$ cat src/rtl/reg_write_arbiter.sv
// rtl/reg_write_arbiter.sv - two-requester register-file write arbiter with post-reset clearing
module reg_write_arbiter #(
  parameter int CLEAR_ON_RESET = 1,
  parameter int XLEN           = 32
) (
  input  logic            clk,
  input  logic            rst_n,
  input  logic            a_valid,
  output logic            a_ready,
  input  logic [4:0]      a_addr,
  input  logic [XLEN-1:0] a_data,
  input  logic            b_valid,
  output logic            b_ready,
  input  logic [4:0]      b_addr,
  input  logic [XLEN-1:0] b_data,
  output logic            reg_file_wr_en,
  output logic [4:0]      wr_addr,
  output logic [XLEN-1:0] data_in,
  output logic            init_busy
);

  typedef enum logic {CLEAR, RUN} state_t;

  localparam state_t RESET_STATE = (CLEAR_ON_RESET != 0) ? CLEAR : RUN;

  state_t     state, state_next;
  logic [4:0] clr_cnt;
  logic       ptr;          // 0: A wins contention next, 1: B wins
  logic       clear_done;

  // The x31 strobe is on the outputs; commit it and hand over to RUN.
  assign clear_done = reg_file_wr_en && (wr_addr == 5'd31);

  always_ff @(posedge clk or negedge rst_n) begin
    if (!rst_n) begin
      state <= RESET_STATE;
    end else begin
      state <= state_next;
    end
  end

  always_comb begin
    state_next = state;
    a_ready    = 1'b0;
    b_ready    = 1'b0;
    init_busy  = 1'b0;
    case (state)
      CLEAR: begin
        init_busy = 1'b1;
        if (clear_done) state_next = RUN;
      end
      RUN: begin
        // rst_n gating keeps readies low during reset when clearing is disabled
        a_ready = rst_n && a_valid && (!b_valid || !ptr);
        b_ready = rst_n && b_valid && (!a_valid ||  ptr);
      end
      default: state_next = RESET_STATE;
    endcase
  end

  always_ff @(posedge clk or negedge rst_n) begin
    if (!rst_n) begin
      clr_cnt        <= 5'd1;
      ptr            <= 1'b0;
      reg_file_wr_en <= 1'b0;
      wr_addr        <= 5'd0;
      data_in        <= '0;
    end else if (state == CLEAR) begin
      if (clear_done) begin
        reg_file_wr_en <= 1'b0;
      end else begin
        reg_file_wr_en <= 1'b1;
        wr_addr        <= clr_cnt;
        data_in        <= '0;
        clr_cnt        <= clr_cnt + 5'd1;
      end
    end else begin
      reg_file_wr_en <= 1'b0;
      // x0 requests handshake normally but never strobe the write port
      if (a_ready) begin
        reg_file_wr_en <= (a_addr != 5'd0);
        if (a_addr != 5'd0) begin
          wr_addr <= a_addr;
          data_in <= a_data;
        end
      end else if (b_ready) begin
        reg_file_wr_en <= (b_addr != 5'd0);
        if (b_addr != 5'd0) begin
          wr_addr <= b_addr;
          data_in <= b_data;
        end
      end
      if (a_valid && b_valid) ptr <= ~ptr;
    end
  end

endmodule

$ cat config.mk
export PLATFORM = sky130hd
export DESIGN_NAME = reg_write_arbiter
export DESIGN_NICKNAME = d
export VERILOG_FILES = /design/src/rtl/reg_write_arbiter.sv
export SDC_FILE = /design/constraint.sdc
export NUM_CORES = 1
export LEC_CHECK = 0
export ABC_AREA = 1
export CAP_MARGIN = 10
export CORE_UTILIZATION = 37
export DETAILED_ROUTE_END_ITERATION = 16
export PLACE_DENSITY = 0.76
export SYNTH_ARGS = -nofsm -noshare
export SYNTH_HDL_FRONTEND = slang
export SYNTH_SLANG_ARGS = --single-unit
export TNS_END_PERCENT = 10
$ cat constraint.sdc
create_clock -name clk -period 1.5 [get_ports clk]
set_clock_uncertainty 0.1 [all_clocks]
set_input_delay 0.15 -clock clk [delete_from_list [all_inputs] [get_ports clk]]
set_output_delay 0.15 -clock clk [all_outputs]
set_load 0.1 [all_outputs]
* Yosys cells after proc, flatten, opt, wreduce, memory -nomap -nowiden
Cells that the tools add are included.
Widths: inputs -> output; s select.
** Operators by class
- Add/sub/neg operators :: 1
- Equality and inequality tests :: 5
- Muxes and demuxes :: 21
- Bitwise logic cells :: 3
- Reductions and logical operators :: 16
** Operator list (number)
- $mux 32 :: 6
- $mux 5 :: 6
- $reduce_bool 5->1 :: 2
- $mux 1 :: 9
- $logic_and 1x1->1 :: 6
- $ne 3x2->1 const B :: 2
- $add 5x1->5 const B :: 1
- $eq 5x5->1 const B :: 1
- $reduce_and 2->1 :: 2
- $reduce_and 4->1 :: 1
- $logic_not 1->1 :: 3
- $ne 3x3->1 const B :: 1
- $not 1->1 :: 3
- $logic_or 1x1->1 :: 2
- $ne 2x2->1 const B :: 1
** Storage, ports and cells
- Bits in registers :: 45
- Output and inout port bits :: 41
- Word-level logic and storage cells :: 52

* Depth between registers and ports, before layout
Gate-level depths: netlist (run 1).
- Depth in word-level cells :: 7
- Depth in mapped cells :: 10
- Depth with buffers taken out :: 8

* Worst setup path after synthesis (run 1)
No wires, ideal clock.
- Kind :: register to register
- Start :: register ptr
- End :: register wr_addr[0]
- Library setup time :: 0.121 ns
- Data arrival time :: 1.998 ns
- Data required time :: 1.279 ns
- Slack :: -0.719 ns
- Stages on the path, launching flop included :: 8
- Buffers on the path :: 2
- Cells stage by stage :: dfrtp_1 -> nor2_1 -> nor2_2 -> nand2_1 -> buf_2 -> buf_2 -> nand4_1 -> nand2_1
** Between the ends
- Elaborated cells between the ends (all ways) :: 13
** RTL lines
- from (decl) :: line 28 : logic ptr;
- from (signal assigned) :: line 93 : if (a_valid && b_valid) ptr <= ~ptr;
- $logic_or 1x1->1 :: line 55 : b_ready = rst_n && b_valid && (!a_valid || ptr);
- $logic_and 1x1->1 :: line 55
- $mux 1 :: line 47 : case (state)
- net b_ready :: line 13 : output logic b_ready,
- $ne 3x3->1 (no source line)
- $reduce_and 4->1 (no source line)
- to (signal assigned) :: line 73 : wr_addr <= clr_cnt;
- to (signal assigned) :: line 83 : wr_addr <= a_addr;
- to (signal assigned) :: line 89 : wr_addr <= b_addr;
- to (decl) :: line 17 : output logic [4:0] wr_addr,
The timed path passes the listed nets, and every way through them passes these cells.
A chain may end at the register's enable or synchronous reset.

* Worst setup path in the final report (run 1)
- Start :: register ptr
- End :: output a_ready
** Between the ends
- Word-level cells in the longest chain between the ends :: 4
** Ends and longest elaborated chain
- $logic_not 1->1 :: line 54 : a_ready = rst_n && a_valid && (!b_valid || !ptr);
- $logic_or 1x1->1 :: line 54
- $logic_and 1x1->1 :: line 54
- $mux 1 :: line 47
- to (decl) :: line 9 : output logic a_ready,
No other way between the ends.

==> summary.md, run 1 <==
| Metric | Value |
|---|---|
| Number of global-route vias before repair | `2714` |
| IO Pins | `~120` |
| Final Hold Viols | `0` |
| Worst relative slew slack | `between 60% and 70%` |
| Fin. max-slew vios | `0` |
| Leakage | `approximately 2.2 nW` |
| Fill cell count | `507` |
| Synth Warn # | `0` |
| Final WS setup | `-0.0574 ns` |
| Initial antenna violation count | `0` |
| Logic gate share of total power | `around two thirds` |
| Commonest non-fill, non-tap cell in the layout | `nand2_1` |
| First-pass GRT wire length | `roughly 12000 um` |
| Clock tree buffer depth | `2` |
| DRT Wirelength | `7450 um` |
| Failing checks | `DRC, setup timing` |
| Mapped Cells | `343` |
| CP max FO | `3` |
| Vias per inst | `5.00` |
| Initial DRC Count | `about 120` |
| Fin crit share | `104%` |
| Library cells used by synthesis | `23` |
| Clock Power Share | `10.1%` |
| Final setup fails | `2` |
| CTS Buf Count | `5` |
| RSZ-0062 raised after global routing | `true` |
| Overflow after GRT | `0` |
| Syn avg cell area | `7.42 um^2` |
| ANT nets after route | `0` |
| Root Buffer | `clkbuf_8` |
| H-tree levels | `2` |
| Hold Path Class | `in2reg` |
| Worst setup SP type | `flip-flop` |
| Sw Share | `approximately 52%` |
| CTS tree | `built` |
| WS Path Type | `reg2out` |
| Clock Latency Late Sink | `0.30 ns` |
| Crit path time final | `1.56 ns` |
| Setup crit end kind | `output pin` |
| Clock-pin transition on the worst setup and hold timing paths | `approximately 0.080 ns` |
| Final Wtd Congestion | `0.911` |
| Starting Density | `39.2%` |
| Via Count | `2749` |
| Worst path max stage delay | `0.44 ns` |
| Seq cells post-synth | `45` |
| Wire length per cell | `between 10 and 15 um` |
| Total GRT Usage | `21.7%` |
| Synthesized cell area | `2550 um^2` |
| CP Data Arrival Time | `~1.3 ns` |
| Pin count of the biggest net entering global routing | `46` |
| Cell-internal power | `just under 4 mW` |
| CP max stage cell | `dfrtp_1` |
| Slew @ Worst Pin | `0.573 ns` |
| Max-cap violations | `0` |
| Share of layout cells above drive strength 1 | `between 20 and 25%` |
| CP required | `1.25 ns` |
| CTS Sinks | `45` |
| PD cells | `1810 nW/um^2` |
| CP Cell Sequence | `nand2_4, nand2_4, nor2_8, buf_12, buf_12` |
| Seq pwr share | `24.6%` |
| Layout area overhead | `76.6%` |
| Core Region | `around 6500 um^2` |
| Synth Net Count | `approximately 420` |
| Delay-heaviest family, CP | `flip-flops` |
| Design Power | `8.11 mW` |
| Status | `finished with violations` |
| Die Wd | `85.0 um` |
| ANT cells | `0` |
| IO buf count | `118` |
| Die area | `7220 um^2` |
| Nets | `around 550` |
| Worst supply voltage drop on vdd | `0.000776 V` |
| Die Ht | `around 85 um` |
| Critical path buffer and inverter count | `2` |
| Most frequent cells in the layout | `185 x nand2_1, 76 x clkdlybuf4s50_1, 48 x buf_12` |
| Pre-antenna DRT Iters | `11` |
| Switching power | `4.19 mW` |
| Row count | `29` |
| Residual DRC count | `8` |
| Part of the Yosys area used for sequential elements | `44.3%` |
| Setup TNS | `-0.0659 ns` |
| Max Freq | `around 640 MHz` |
| Final HPWL DP | `5610 um` |
## power by group through the flow
stage / sequential [mW] / combinational [mW] / clock [mW]
4_1_cts: 1.99 / 5.33 / 0.843
3_3_place_gp: 1.99 / 5.23 / 0
3_5_place_dp: 2.02 / 5.29 / 0
6_report: 1.99 / 5.30 / 0.822
5_1_grt: 2.04 / 5.50 / 0.897
2_1_floorplan: 4.29 / 0.783 / 0
## through the flow
| step | std cells | hold WS (ns) | area [um^2] | util (%) | setup slack, ns |
|---|---|---|---|---|---|
| final | 550 | 0.371 | 4500 | 69.2 | -0.0574 |
| after detailed placement | 537 | 0.220 | 4340 | 66.9 | -0.242 |
| after global routing | 550 | 0.387 | 4500 | 69.2 | -0.105 |
| after global placement | 537 | 0.212 | 4340 | 66.9 | -0.173 |
| after CTS | 550 | 0.366 | 4490 | 69.1 | -0.0604 |
| after floorplan | 343 | -0.246 | 2590 | - | -0.291 |
## what timing repair did
action | 4_1_cts | 5_1_grt
gates resized for setup | 2 | 2
buffers inserted | 4 | 0
endpoints found under the hold margin | 44 | 0
pin swaps | 1 | 3
endpoints found under the setup margin | 8 | 40
hold buffers | 1 | 0
## registers in the layout, indices dropped and copies added (netlist names)
register and cells:
data_in 32, clr_cnt 5, wr_addr 5, ptr 1
reg_file_wr_en 1, state 1
## Yosys cell counts
| library cell | number | area share (%) |
|---|---|---|
| a21oi_4 | 1 | 0.64 |
| buf_2 | 12 | 2.4 |
| buf_4 | 6 | 1.8 |
| buf_6 | 5 | 2.2 |
| clkbuf_1 | 1 | 0.15 |
| clkinv_2 | 1 | 0.20 |
| dfrtp_1 | 44 | 43 |
| dfstp_2 | 1 | 1.0 |
| ha_1 | 1 | 0.49 |
| inv_1 | 4 | 0.59 |
| inv_2 | 1 | 0.15 |
| nand2_1 | 186 | 27 |
| nand2_2 | 2 | 0.49 |
| nand2_4 | 2 | 0.88 |
| nand3_1 | 16 | 3.1 |
| nand3_2 | 1 | 0.39 |
| nand3b_1 | 2 | 0.59 |
| nand4_1 | 42 | 10 |
| nor2_1 | 8 | 1.2 |
| nor2_2 | 1 | 0.25 |
| nor2_8 | 1 | 0.79 |
| xnor2_1 | 4 | 1.4 |
| xor2_1 | 1 | 0.34 |
## per-layer routing
| layer | track usage, % | vias to the layer above | share of wire [%] |
|---|---|---|---|
| met1 | 25.5 | 1272 | 40 |
| met2 | 38.3 | 98 | 50 |
| met3 | 6.61 | 10 | 8.8 |
| met4 | 6.32 | 0 | 1.4 |
| li1 | - | 1369 | - |
| met5 | 0 | - | 0 |
## path summary, 6_finish.rpt
kind / start / to / slack, ns / cells past startpoint
setup / recovery: ptr / a_ready / -0.06 / 5
hold / removal: b_data[8] / data_in[8] / 0.37 / 5
setup reg to reg: ptr / data_in[13] / 0.02 / 8
hold reg to reg: clr_cnt[1] / clr_cnt[1] / 0.41 / 2
max in group asynchronous: rst_n / wr_addr[0] / 0.46 / 3
min in group asynchronous: rst_n / state / 0.40 / 3
## layout make-up
class | count | area [um^2] | area share [%]
repair buffers | 146 | 1890 | 42.1
multi-input cells | 268 | 1240 | 27.7
flip-flops and latches | 45 | 1140 | 25.3
clock buffers | 7 | 96.3 | 2.14
well taps | 77 | 96.3 | 2.14
inverters | 6 | 26.3 | 0.584
clock inverters | 1 | 5.00 | 0.111
## worst min-delay path: stages
cell and delay (ns):
clkdlybuf4s50_1 0.39, nand2_1 0.06, nand2_1 0.04, nand2_1 0.05
nand2_1 0.04
## logic make-up after synthesis
logic type	synth area share, %
buffers and inverters	7.42
AO/OA/AOI/OAI	0.639
AND/OR/NAND/NOR	45.5
XOR/XNOR	1.72
adder cells (fa/ha/maj)	0.491
flip-flops	44.3
Note: power is estimated with default switching activity, not from simulation.
==> run 2, diff against run 1 <==
Settings changed: CTS_CLUSTER_SIZE from default to 30.
==> results of run 2 <==
Same layout as run 1: the final DEF is identical, and so are final timing and power.
==> run 3, diff against run 2 <==
Settings changed: CORE_ASPECT_RATIO from default to 1.25.
==> run 3 against run 2 <==
The run ends with setup timing left; count of clock-buffer cells in the layout shrank 1; routed wire length grew 0.26%; critical path depth grew 2.
==> summary.md, run 3 (synthesis gave the netlist of run 1 again) <==
| Metric | Value |
|---|---|
| Hold Crit Depth | `3` |
| Status | `finished with violations` |
| Fin. max-slew vios | `0` |
| WS Path Type | `in2out` |
| Hold path start | `b_valid` |
| Final Hold Viols | `0` |
| Share of layout cells above drive strength 1 | `between 20% and 30%` |
| Worst R2R End | `data_in[20]` |
| Total GRT Usage | `20.8%` |
| Clock tree buffer depth | `2` |
| H-tree levels | `2` |
| Worst r2r src | `ptr` |
| IO Pins | `around 120` |
| Root Buffer | `clkbuf_8` |
| Leakage | `2.24 nW` |
| First-pass GRT wire length | `around 12000 um` |
| Crit path time final | `around 1.5 ns` |
| Clock-pin transition on the worst setup and hold timing paths | `0.08 ns` |
| Die area | `7220 um^2` |
| Row count | `33` |
| IO buf count | `118` |
| Initial DRC Count | `154` |
| Setup TNS | `-0.0421 ns` |
| CP Data Arrival Time | `1.28 ns` |
| Slew @ Worst Pin | `roughly 0.31 ns` |
| Final Wtd Congestion | `0.818` |
| Max Freq | `654 MHz` |
| CTS Sinks | `45` |
| Initial antenna violation count | `0` |
| Pre-antenna DRT Iters | `4` |
| CTS tree | `built` |
| Layout area overhead | `79.2%` |
| Final WS setup | `-0.0299 ns` |
| Reg2Reg Depth | `9` |
| Residual DRC count | `0` |
| Final HPWL DP | `5520 um` |
| Die Wd | `76.2 um` |
| CP max FO | `3` |
| Clock Latency Late Sink | `about 0.30 ns` |
| Design Power | `roughly 8 mW` |
| Worst supply voltage drop on vdd | `0.00107 V` |
| ANT cells | `0` |
| CTS Buf Count | `5` |
| RSZ-0062 raised after global routing | `true` |
| Worst relative slew slack | `79.3%` |
| Most frequent cells in the layout | `185 x nand2_1, 75 x clkdlybuf4s50_1, 48 x buf_12` |
| Setup crit end kind | `output pin` |
| Nets | `557` |
| Max-cap violations | `0` |
| Worst hold slack | `between 0.15 and 0.2 ns` |
| Biggest register | `data_in` |
| PD cells | `1780 nW/um^2` |
| Via Count | `2763` |
| Worst reg2reg setup slack | `0.03 ns` |
| Die Ht | `94.7 um` |
| DRT Wirelength | `7470 um` |
| Number of flip-flops under the largest register name | `32` |
| Commonest non-fill, non-tap cell in the layout | `nand2_1` |
| Hold endpoint | `ptr` |
| Failing checks | `setup timing` |
| Fin crit share | `102%` |
| CP required | `1.25 ns` |
| Pin count of the biggest net entering global routing | `42` |
| Hold Path Class | `in2reg` |
| Wire length per cell | `between 10 and 15 um` |
| Core Region | `6610 um^2` |
| Biggest regs | `data_in: 32 flops, clr_cnt: 5 flops, wr_addr: 5 flops` |
| Overflow after GRT | `0` |
| ANT nets after route | `0` |
| Final setup fails | `2` |
| Vias per inst | `4.88` |
| Starting Density | `38.5%` |
| Number of global-route vias before repair | `between 2000 and 3000` |
| Worst setup SP type | `primary input` |
==> run 3: repair_timing <==
item                                    in CTS  in global routing
endpoints found under the setup margin       3                 34
cloned                                       0                  1
pin swaps                                    1                  2
hold buffers                                 1                  0
resized for setup                            4                  2
endpoints found under the hold margin       44                  0
setup buffers                                4                  1
==> run 3: stage by stage <==
stage	area, um^2	cells	util (%)	setup slack [ns]
after CTS	4510	564	68.3	-0.0460
after global routing	4560	566	69.1	-0.0890
after global placement	4360	551	66.0	-0.237
after detailed placement	4360	551	66.0	-0.233
after floorplan	2590	343	-	-0.291
final	4560	566	69.1	-0.0299
==> run 3: per-layer routing <==
| layer | GRT usage (%) | part of all wire, % | up-vias |
|---|---|---|---|
| li1 | - | - | 1380 |
| met1 | 23.0 | 38 | 1261 |
| met2 | 37.9 | 52 | 110 |
| met3 | 6.96 | 8.2 | 12 |
| met4 | 6.73 | 2.0 | 0 |
| met5 | 0 | 0 | - |
==> run 3: how the worst max path moves through the flow <==
stage	from	to
2_1_floorplan	state	data_in[0]
3_3_place_gp	a_valid	data_in[0]
3_5_place_dp	a_valid	data_in[0]
4_1_cts	ptr	a_ready
5_1_grt	a_valid	a_ready
6_report	a_valid	a_ready
==> run 3: cell type report <==
class | count | area (um^2)
Multi-Input combinational cell | 268 | 1240
Sequential cell | 45 | 1140
Fill cell | 556 | 2040
Tap cell | 87 | 109
Clock buffer | 6 | 82.6
Timing Repair Buffer | 152 | 1950
Clock inverter | 2 | 13.8
Inverter | 6 | 26.3
==> run 3: critical path, stage by stage <==
cell and delay [ns]:
clkdlybuf4s50_1 0.51, nand2_1 0.08, clkinv_2 0.08, nand2_4 0.07
nor2_8 0.11, buf_12 0.12, buf_12 0.16
==> run 3: report_power, final <==
group          internal, mW  switching, mW
combinational          1.99           3.39
sequential             1.57          0.389
clock                 0.374          0.423
total                  3.94           4.20
